<file path="src/rtl/gci_std_display_vram_reader_if.sv">
// Bundle of the VRAM read-request/response port and the pixel stream port of the
// framebuffer read engine.
//   master : the read engine (issues requests, sources pixels)
//   slave  : the environment (VRAM arbiter + scan-out/timing block)
// Signals:
//   oMEM_REQ_VALID / iMEM_REQ_BUSY / oMEM_ADDR   read request, valid/busy handshake
//   iMEM_RD_VALID / iMEM_RD_DATA                 in-order read responses {R,G,B}
//   oPIX_VALID / iPIX_BUSY / oPIX_DATA           pixel stream, valid/busy handshake
interface gci_std_display_vram_reader_if #(
  parameter int unsigned P_MEM_ADDR_N = 23
) ();
  logic                    oMEM_REQ_VALID;
  logic                    iMEM_REQ_BUSY;
  logic [P_MEM_ADDR_N-1:0] oMEM_ADDR;
  logic                    iMEM_RD_VALID;
  logic [23:0]             iMEM_RD_DATA;
  logic                    oPIX_VALID;
  logic                    iPIX_BUSY;
  logic [23:0]             oPIX_DATA;

  modport master (
    output oMEM_REQ_VALID, oMEM_ADDR, oPIX_VALID, oPIX_DATA,
    input  iMEM_REQ_BUSY, iMEM_RD_VALID, iMEM_RD_DATA, iPIX_BUSY
  );

  modport slave (
    input  oMEM_REQ_VALID, oMEM_ADDR, oPIX_VALID, oPIX_DATA,
    output iMEM_REQ_BUSY, iMEM_RD_VALID, iMEM_RD_DATA, iPIX_BUSY
  );
endinterface

</file>
<file path="src/rtl/gci_std_display_vram_reader.sv">
// Framebuffer read engine. On iSTART it walks pixel addresses 0..H*V-1 on the VRAM read
// request port, collects the in-order read responses in a show-ahead FIFO and streams them
// to the scan-out side.
// Ports:
//   iCLOCK       clock
//   inRESET      asynchronous reset, active low
//   iRESET_SYNC  synchronous reset / frame abort, active high
//   iSTART       frame request, only honoured when idle
//   oBUSY        high whenever a frame is in progress (state != idle)
//   oFINISH      one-cycle pulse after the last pixel was taken by the consumer
//   bus          request/response and pixel ports (master side)
module gci_std_display_vram_reader #(
  parameter int unsigned P_AREA_H       = 640,
  parameter int unsigned P_AREA_V       = 480,
  parameter int unsigned P_AREAA_HV_N   = 19,
  parameter int unsigned P_MEM_ADDR_N   = 23,
  parameter int unsigned P_FIFO_DEPTH_N = 4
) (
  input  logic iCLOCK,
  input  logic inRESET,
  input  logic iRESET_SYNC,
  input  logic iSTART,
  output logic oBUSY,
  output logic oFINISH,
  gci_std_display_vram_reader_if.master bus
);

  localparam int unsigned Depth    = 1 << P_FIFO_DEPTH_N;
  localparam int unsigned AreaLast = P_AREA_H * P_AREA_V - 1;

  typedef logic [P_FIFO_DEPTH_N:0]   cnt_t;
  typedef logic [P_FIFO_DEPTH_N+1:0] sum_t;
  typedef logic [P_FIFO_DEPTH_N-1:0] ptr_t;
  typedef logic [P_AREAA_HV_N-1:0]   addr_t;

  typedef enum logic [1:0] {StIdle, StRead, StDrain, StEnd} state_e;

  state_e      state_q;
  addr_t       addr_q;
  cnt_t        out_q, out_d;   // requests accepted but not yet answered
  cnt_t        cnt_q, cnt_d;   // FIFO occupancy
  ptr_t        wr_ptr_q, rd_ptr_q;
  logic [23:0] fifo_q [Depth];

  logic req_valid, accept, push, pop, last_addr, fifo_nempty;

  // Credit: every accepted request owns a FIFO slot until it is popped, so the FIFO can
  // never overflow regardless of response timing.
  assign req_valid   = (state_q == StRead) &&
                       ((sum_t'(out_q) + sum_t'(cnt_q)) < sum_t'(Depth));
  assign accept      = req_valid && !bus.iMEM_REQ_BUSY;
  // Responses with nothing outstanding are leftovers from an aborted frame.
  assign push        = bus.iMEM_RD_VALID && (out_q != '0);
  assign fifo_nempty = (cnt_q != '0);
  assign pop         = fifo_nempty && !bus.iPIX_BUSY;
  assign last_addr   = (addr_q == addr_t'(AreaLast));

  always_comb begin
    out_d = out_q;
    cnt_d = cnt_q;
    case ({accept, push})
      2'b10:   out_d = out_q + 1'b1;
      2'b01:   out_d = out_q - 1'b1;
      default: ;
    endcase
    case ({push, pop})
      2'b10:   cnt_d = cnt_q + 1'b1;
      2'b01:   cnt_d = cnt_q - 1'b1;
      default: ;
    endcase
  end

  always_ff @(posedge iCLOCK or negedge inRESET) begin
    if (!inRESET) begin
      state_q  <= StIdle;
      addr_q   <= '0;
      out_q    <= '0;
      cnt_q    <= '0;
      wr_ptr_q <= '0;
      rd_ptr_q <= '0;
    end else if (iRESET_SYNC) begin
      state_q  <= StIdle;
      addr_q   <= '0;
      out_q    <= '0;
      cnt_q    <= '0;
      wr_ptr_q <= '0;
      rd_ptr_q <= '0;
    end else begin
      out_q <= out_d;
      cnt_q <= cnt_d;
      if (push) wr_ptr_q <= wr_ptr_q + 1'b1;
      if (pop)  rd_ptr_q <= rd_ptr_q + 1'b1;
      case (state_q)
        StIdle: begin
          if (iSTART) state_q <= StRead;
        end
        StRead: begin
          // The counter stops on the last address so it never wraps inside a frame.
          if (accept) begin
            if (last_addr) state_q <= StDrain;
            else           addr_q  <= addr_q + 1'b1;
          end
        end
        StDrain: begin
          // Look at next-state counts so oFINISH follows the last pop by one cycle.
          if ((out_d == '0) && (cnt_d == '0)) state_q <= StEnd;
        end
        StEnd: begin
          state_q <= StIdle;
          addr_q  <= '0;
        end
        default: state_q <= StIdle;
      endcase
    end
  end

  // FIFO storage needs no reset: reads are masked while empty.
  always_ff @(posedge iCLOCK) begin
    if (push) fifo_q[wr_ptr_q] <= bus.iMEM_RD_DATA;
  end

  assign bus.oMEM_REQ_VALID = req_valid;
  assign bus.oMEM_ADDR      = P_MEM_ADDR_N'(addr_q);
  assign bus.oPIX_VALID     = fifo_nempty;
  assign bus.oPIX_DATA      = fifo_nempty ? fifo_q[rd_ptr_q] : 24'h000000;
  assign oBUSY              = (state_q != StIdle);
  assign oFINISH            = (state_q == StEnd);

  // The credit rule must make a push into a full FIFO impossible.
  assert property (@(posedge iCLOCK) disable iff (!inRESET)
                   !(push && (cnt_q == cnt_t'(Depth))));

endmodule

</file>
<file path="src/flat_wrapper.sv">
// flat-port wrapper written by rule: the top's interface ports become plain ports
module gci_std_display_vram_reader_flat 
#(
  parameter int unsigned P_AREA_H       = 640,
  parameter int unsigned P_AREA_V       = 480,
  parameter int unsigned P_AREAA_HV_N   = 19,
  parameter int unsigned P_MEM_ADDR_N   = 23,
  parameter int unsigned P_FIFO_DEPTH_N = 4
)
  (iCLOCK, inRESET, iRESET_SYNC, iSTART, oBUSY, oFINISH, bus_oMEM_REQ_VALID, bus_oMEM_ADDR, bus_oPIX_VALID, bus_oPIX_DATA, bus_iMEM_REQ_BUSY, bus_iMEM_RD_VALID, bus_iMEM_RD_DATA, bus_iPIX_BUSY);
  gci_std_display_vram_reader_if #(.P_MEM_ADDR_N(P_MEM_ADDR_N)) bus_i ();
  input  logic iCLOCK;
  input  logic inRESET;
  input  logic iRESET_SYNC;
  input  logic iSTART;
  output logic oBUSY;
  output logic oFINISH;
  output wire logic [$bits(bus_i.oMEM_REQ_VALID)-1:0] bus_oMEM_REQ_VALID;
  output wire logic [$bits(bus_i.oMEM_ADDR)-1:0] bus_oMEM_ADDR;
  output wire logic [$bits(bus_i.oPIX_VALID)-1:0] bus_oPIX_VALID;
  output wire logic [$bits(bus_i.oPIX_DATA)-1:0] bus_oPIX_DATA;
  input wire logic [$bits(bus_i.iMEM_REQ_BUSY)-1:0] bus_iMEM_REQ_BUSY;
  input wire logic [$bits(bus_i.iMEM_RD_VALID)-1:0] bus_iMEM_RD_VALID;
  input wire logic [$bits(bus_i.iMEM_RD_DATA)-1:0] bus_iMEM_RD_DATA;
  input wire logic [$bits(bus_i.iPIX_BUSY)-1:0] bus_iPIX_BUSY;
  assign bus_oMEM_REQ_VALID = bus_i.oMEM_REQ_VALID;
  assign bus_oMEM_ADDR = bus_i.oMEM_ADDR;
  assign bus_oPIX_VALID = bus_i.oPIX_VALID;
  assign bus_oPIX_DATA = bus_i.oPIX_DATA;
  assign bus_i.iMEM_REQ_BUSY = bus_iMEM_REQ_BUSY;
  assign bus_i.iMEM_RD_VALID = bus_iMEM_RD_VALID;
  assign bus_i.iMEM_RD_DATA = bus_iMEM_RD_DATA;
  assign bus_i.iPIX_BUSY = bus_iPIX_BUSY;
  gci_std_display_vram_reader #(.P_AREA_H(P_AREA_H), .P_AREA_V(P_AREA_V), .P_AREAA_HV_N(P_AREAA_HV_N), .P_MEM_ADDR_N(P_MEM_ADDR_N), .P_FIFO_DEPTH_N(P_FIFO_DEPTH_N)) u_core (.iCLOCK(iCLOCK), .inRESET(inRESET), .iRESET_SYNC(iRESET_SYNC), .iSTART(iSTART), .oBUSY(oBUSY), .oFINISH(oFINISH), .bus(bus_i));
endmodule
</file>
<file path="config.mk">
export PLATFORM = sky130hd
export DESIGN_NAME = gci_std_display_vram_reader_flat
export DESIGN_NICKNAME = d
export VERILOG_FILES = /design/src/rtl/gci_std_display_vram_reader_if.sv /design/src/rtl/gci_std_display_vram_reader.sv /design/src/flat_wrapper.sv
export SDC_FILE = /design/constraint.sdc
export NUM_CORES = 1
export LEC_CHECK = 0
export BUFFER_PORTS_ARGS = -buffer_cell sky130_fd_sc_hd__buf_2
export CORE_MARGIN = 2
export CORE_UTILIZATION = 35
export DETAILED_ROUTE_END_ITERATION = 16
export PLACE_DENSITY_LB_ADDON = 0.08
export SYNTH_ARGS = -nofsm -noshare
export SYNTH_HDL_FRONTEND = slang
export SYNTH_SLANG_ARGS = --single-unit
</file>
<file path="constraint.sdc">
create_clock -name iCLOCK -period 6.25 [get_ports iCLOCK]
set_input_delay 1.875 -clock iCLOCK [delete_from_list [all_inputs] [get_ports iCLOCK]]
set_output_delay 1.875 -clock iCLOCK [all_outputs]
set_load 0.01 [all_outputs]
</file>
==> impl_metrics.ini <==
[logic_synthesis]
synth_top_area_share_pct = 67.00
async_flop_share_pct = 9.220
netlist_instances = 866
syn_area_sq_mm = 0.01721
synth_top_area_cell = edfxtp_1
synthDistinctLibCells = 54
ys_seq_area_share_pct = 72.67
synth_area_per_cell_sq_um = 19.87
synthFlopType = edfxtp_1
synth_common_cells = edfxtp_1 (384), mux4_2 (120), nor2_1 (43), dfrtp_1 (39), clkbuf_1 (27)
synth_edf_count = 384
ys_top_cells_by_area = edfxtp_1 (67%), mux4_2 (16%), dfrtp_1 (5.7%), ha_1 (1.6%), nor2_1 (0.94%)
yosys_warnings = 0
ys_ff_latch = 423
synth_most_common_cell = edfxtp_1

[drt]
vias = 8557
met2_length_um = 21000
dr_wl_met3_um = 1646
drt_iter0_drc = 498
wl_um = 41560
wl_met1_um = 18230
wl_per_cell_um = 24.69
drc = 0
top_layer = met4
dr.pass1.iters = 5
final_antenna_net_count = 0
drt-vias-per-instance = 5.084

[placed_design]
dp.final_hpwl_um = 23270
portBuffers = 77
place_congestion = 0.7257

[clock_network]
cts_buffers = 48
htree_levels = 2
clkSinkCount = 423
postCtsHoldBufs = 0
cts_buffer_depth = 3
cts_resized = 0
clk_pin_slew_ps = 60
cts_setup_buffers = 0
cts_tree = built
ctsRootBufferMaster = clkbuf_16
clk_latency_ps = 580

[finish]
area_delta_synth_final_pct = 16.93
num-nets-final = 1035
drive_gt1_share_pct = 32.02
finish.utilization_pct = 41.28

[worst_setup_path]
worstSetupStartpointType = flip-flop
max_stage_delay_ps = 860
path_buf_inv = 2
worst-path-max-fanout = 30
cp_slowest_cell = dfrtp_4
worstSetupPathType = reg -> out
endpoint_kind = primary output
critPathArrivalTime_ps = 3270
cp_top_family = multiplexers
worst_path_most_repeated_cell = mux4_2
crit_required_ps = 4380
path_cells = buf_4, mux4_2, mux4_2, nor2b_1, buf_2

[status]
outcome = completed

[floorplanning]
dieHeight_um = 225.8
start_util_pct = 35.31
die_w_um = 225.8
top_level_ports = 82
die_area_sq_mm = 0.05097
core_area_sq_mm = 0.04875
fp-row-count = 81

[grt]
grt_pass1_vias = 9044
track_usage_pct = 16.81
grt_pass1_wl_um = 61570
grt_max_degree = 55
grt_overflow = 0
antenna_found_initial = 0

[sta]
relSlewSlack_pct = 29.44
rsz0062_at_grt = no
finalSetupViolCount = 0
tns_ps = 0
finalCritPeriodShare_pct = 82.36
min_period_ps = 5148
worst_pin_slew_ps = 1056
hold_viol_final = 0
fmax_mhz = 194.3
fin_worst_skew_ps = 14.50
final_max_slew_viol_count = 0

[pwr]
p_leak_uw = 0.006602
ir_worst_vdd_uv = 204.4
power_density_mw_per_mm2 = 399.3

[job]
maxCapViolations = 0

[hold_path]
hold_class = reg -> reg
## logic make-up after synthesis
family	Yosys count	share of synthesized area, %
flops	423	72.67
buf+inv	58	1.476
fa+ha+maj	24	1.832
mux	126	16.05
simple gates	160	5.031
other cells	1	0.02179
xor+xnor	16	0.8142
compound gates	58	2.108
## layout by cell type (no fill, tap or decap), types with 4 or more instances in the layout
master / n
inv_1: 13
nor3_2: 4
nand3_1: 13
or3_1: 9
buf_4: 27
nor2b_1: 24
nor3_1: 6
nor2_4: 12
xnor2_1: 8
mux2i_1: 6
a31oi_1: 5
clkinv_2: 12
nor2_1: 31
clkbuf_16: 49
a21oi_1: 19
dfrtp_1: 35
clkinv_1: 5
conb_1: 4
clkbuf_1: 12
nor3b_1: 8
xor2_1: 8
nor4_1: 4
edfxtp_1: 384
nand4_1: 5
mux4_2: 120
o21ai_0: 15
buf_2: 77
nand2_1: 20
ha_1: 22
## final timing paths
kind | startpoint | endpoint | slack (ps) | cells after the start
max | u_core.rd_ptr_q[0] | bus_oPIX_DATA[23] | 1100 | 5
min | u_core.addr_q[6] | u_core.addr_q[6] | 520 | 1
max reg2reg | u_core.cnt_q[1] | u_core.state_q[1] | 2260 | 12
min reg2reg | u_core.addr_q[6] | u_core.addr_q[6] | 520 | 1
max in group asynchronous | inRESET | u_core.rd_ptr_q[0] | 4080 | 1
min in group asynchronous | inRESET | u_core.addr_q[16] | 1450 | 1
## power by group
group / leakage, uW / total (uW) / switching [uW] / internal [uW]
Clock: 0.000741 / 2710 / 1150 / 1560
Sequential: 0.00399 / 3350 / 135 / 3210
Combinational: 0.00187 / 1980 / 1040 / 936
## per-stage QoR
| stage | power [uW] | instance area, sq um | std cells | setup slack (ps) | hold WS [ps] |
|---|---|---|---|---|---|
| after floorplan | 4747 | 17220 | 869 | 1696 | 528.8 |
| after global placement | 5438 | 18600 | 1594 | 1606 | 501.6 |
| after detailed placement | 5450 | 18600 | 1594 | 1517 | 514.6 |
| after CTS | 8202 | 20120 | 1682 | 950.4 | 522.4 |
| after global routing | 8457 | 20120 | 1682 | 885.7 | 533.6 |
| final | 8036 | 20130 | 1683 | 1102 | 518.1 |
## layer usage
layer  GRT usage [%]  up-vias
li1                -     3773
met1           22.43     4570
met2           28.65      161
met3           2.628       53
met4           4.572        0
met5               0        -
## area by class of cell
class                   instances  area (sq um)
diodes                          1         2.502
clock buffers                  64          1313
clock inverters                24         207.7
fillers                      4363         28620
inverters                      13         48.80
multi-input cells             388          4578
flip-flops and latches        423         12520
well taps                     664         830.8
repair buffers                106         628.1
## registers in the layout (all words and copies together) (netlist names)
name and flops:
u_core.fifo_q 384, u_core.out_q 5, u_core.wr_ptr_q 4, u_core.state_q 2, u_core.cnt_q 5, u_core.addr_q 19
u_core.rd_ptr_q 4
(Power assumes the default switching activity.)
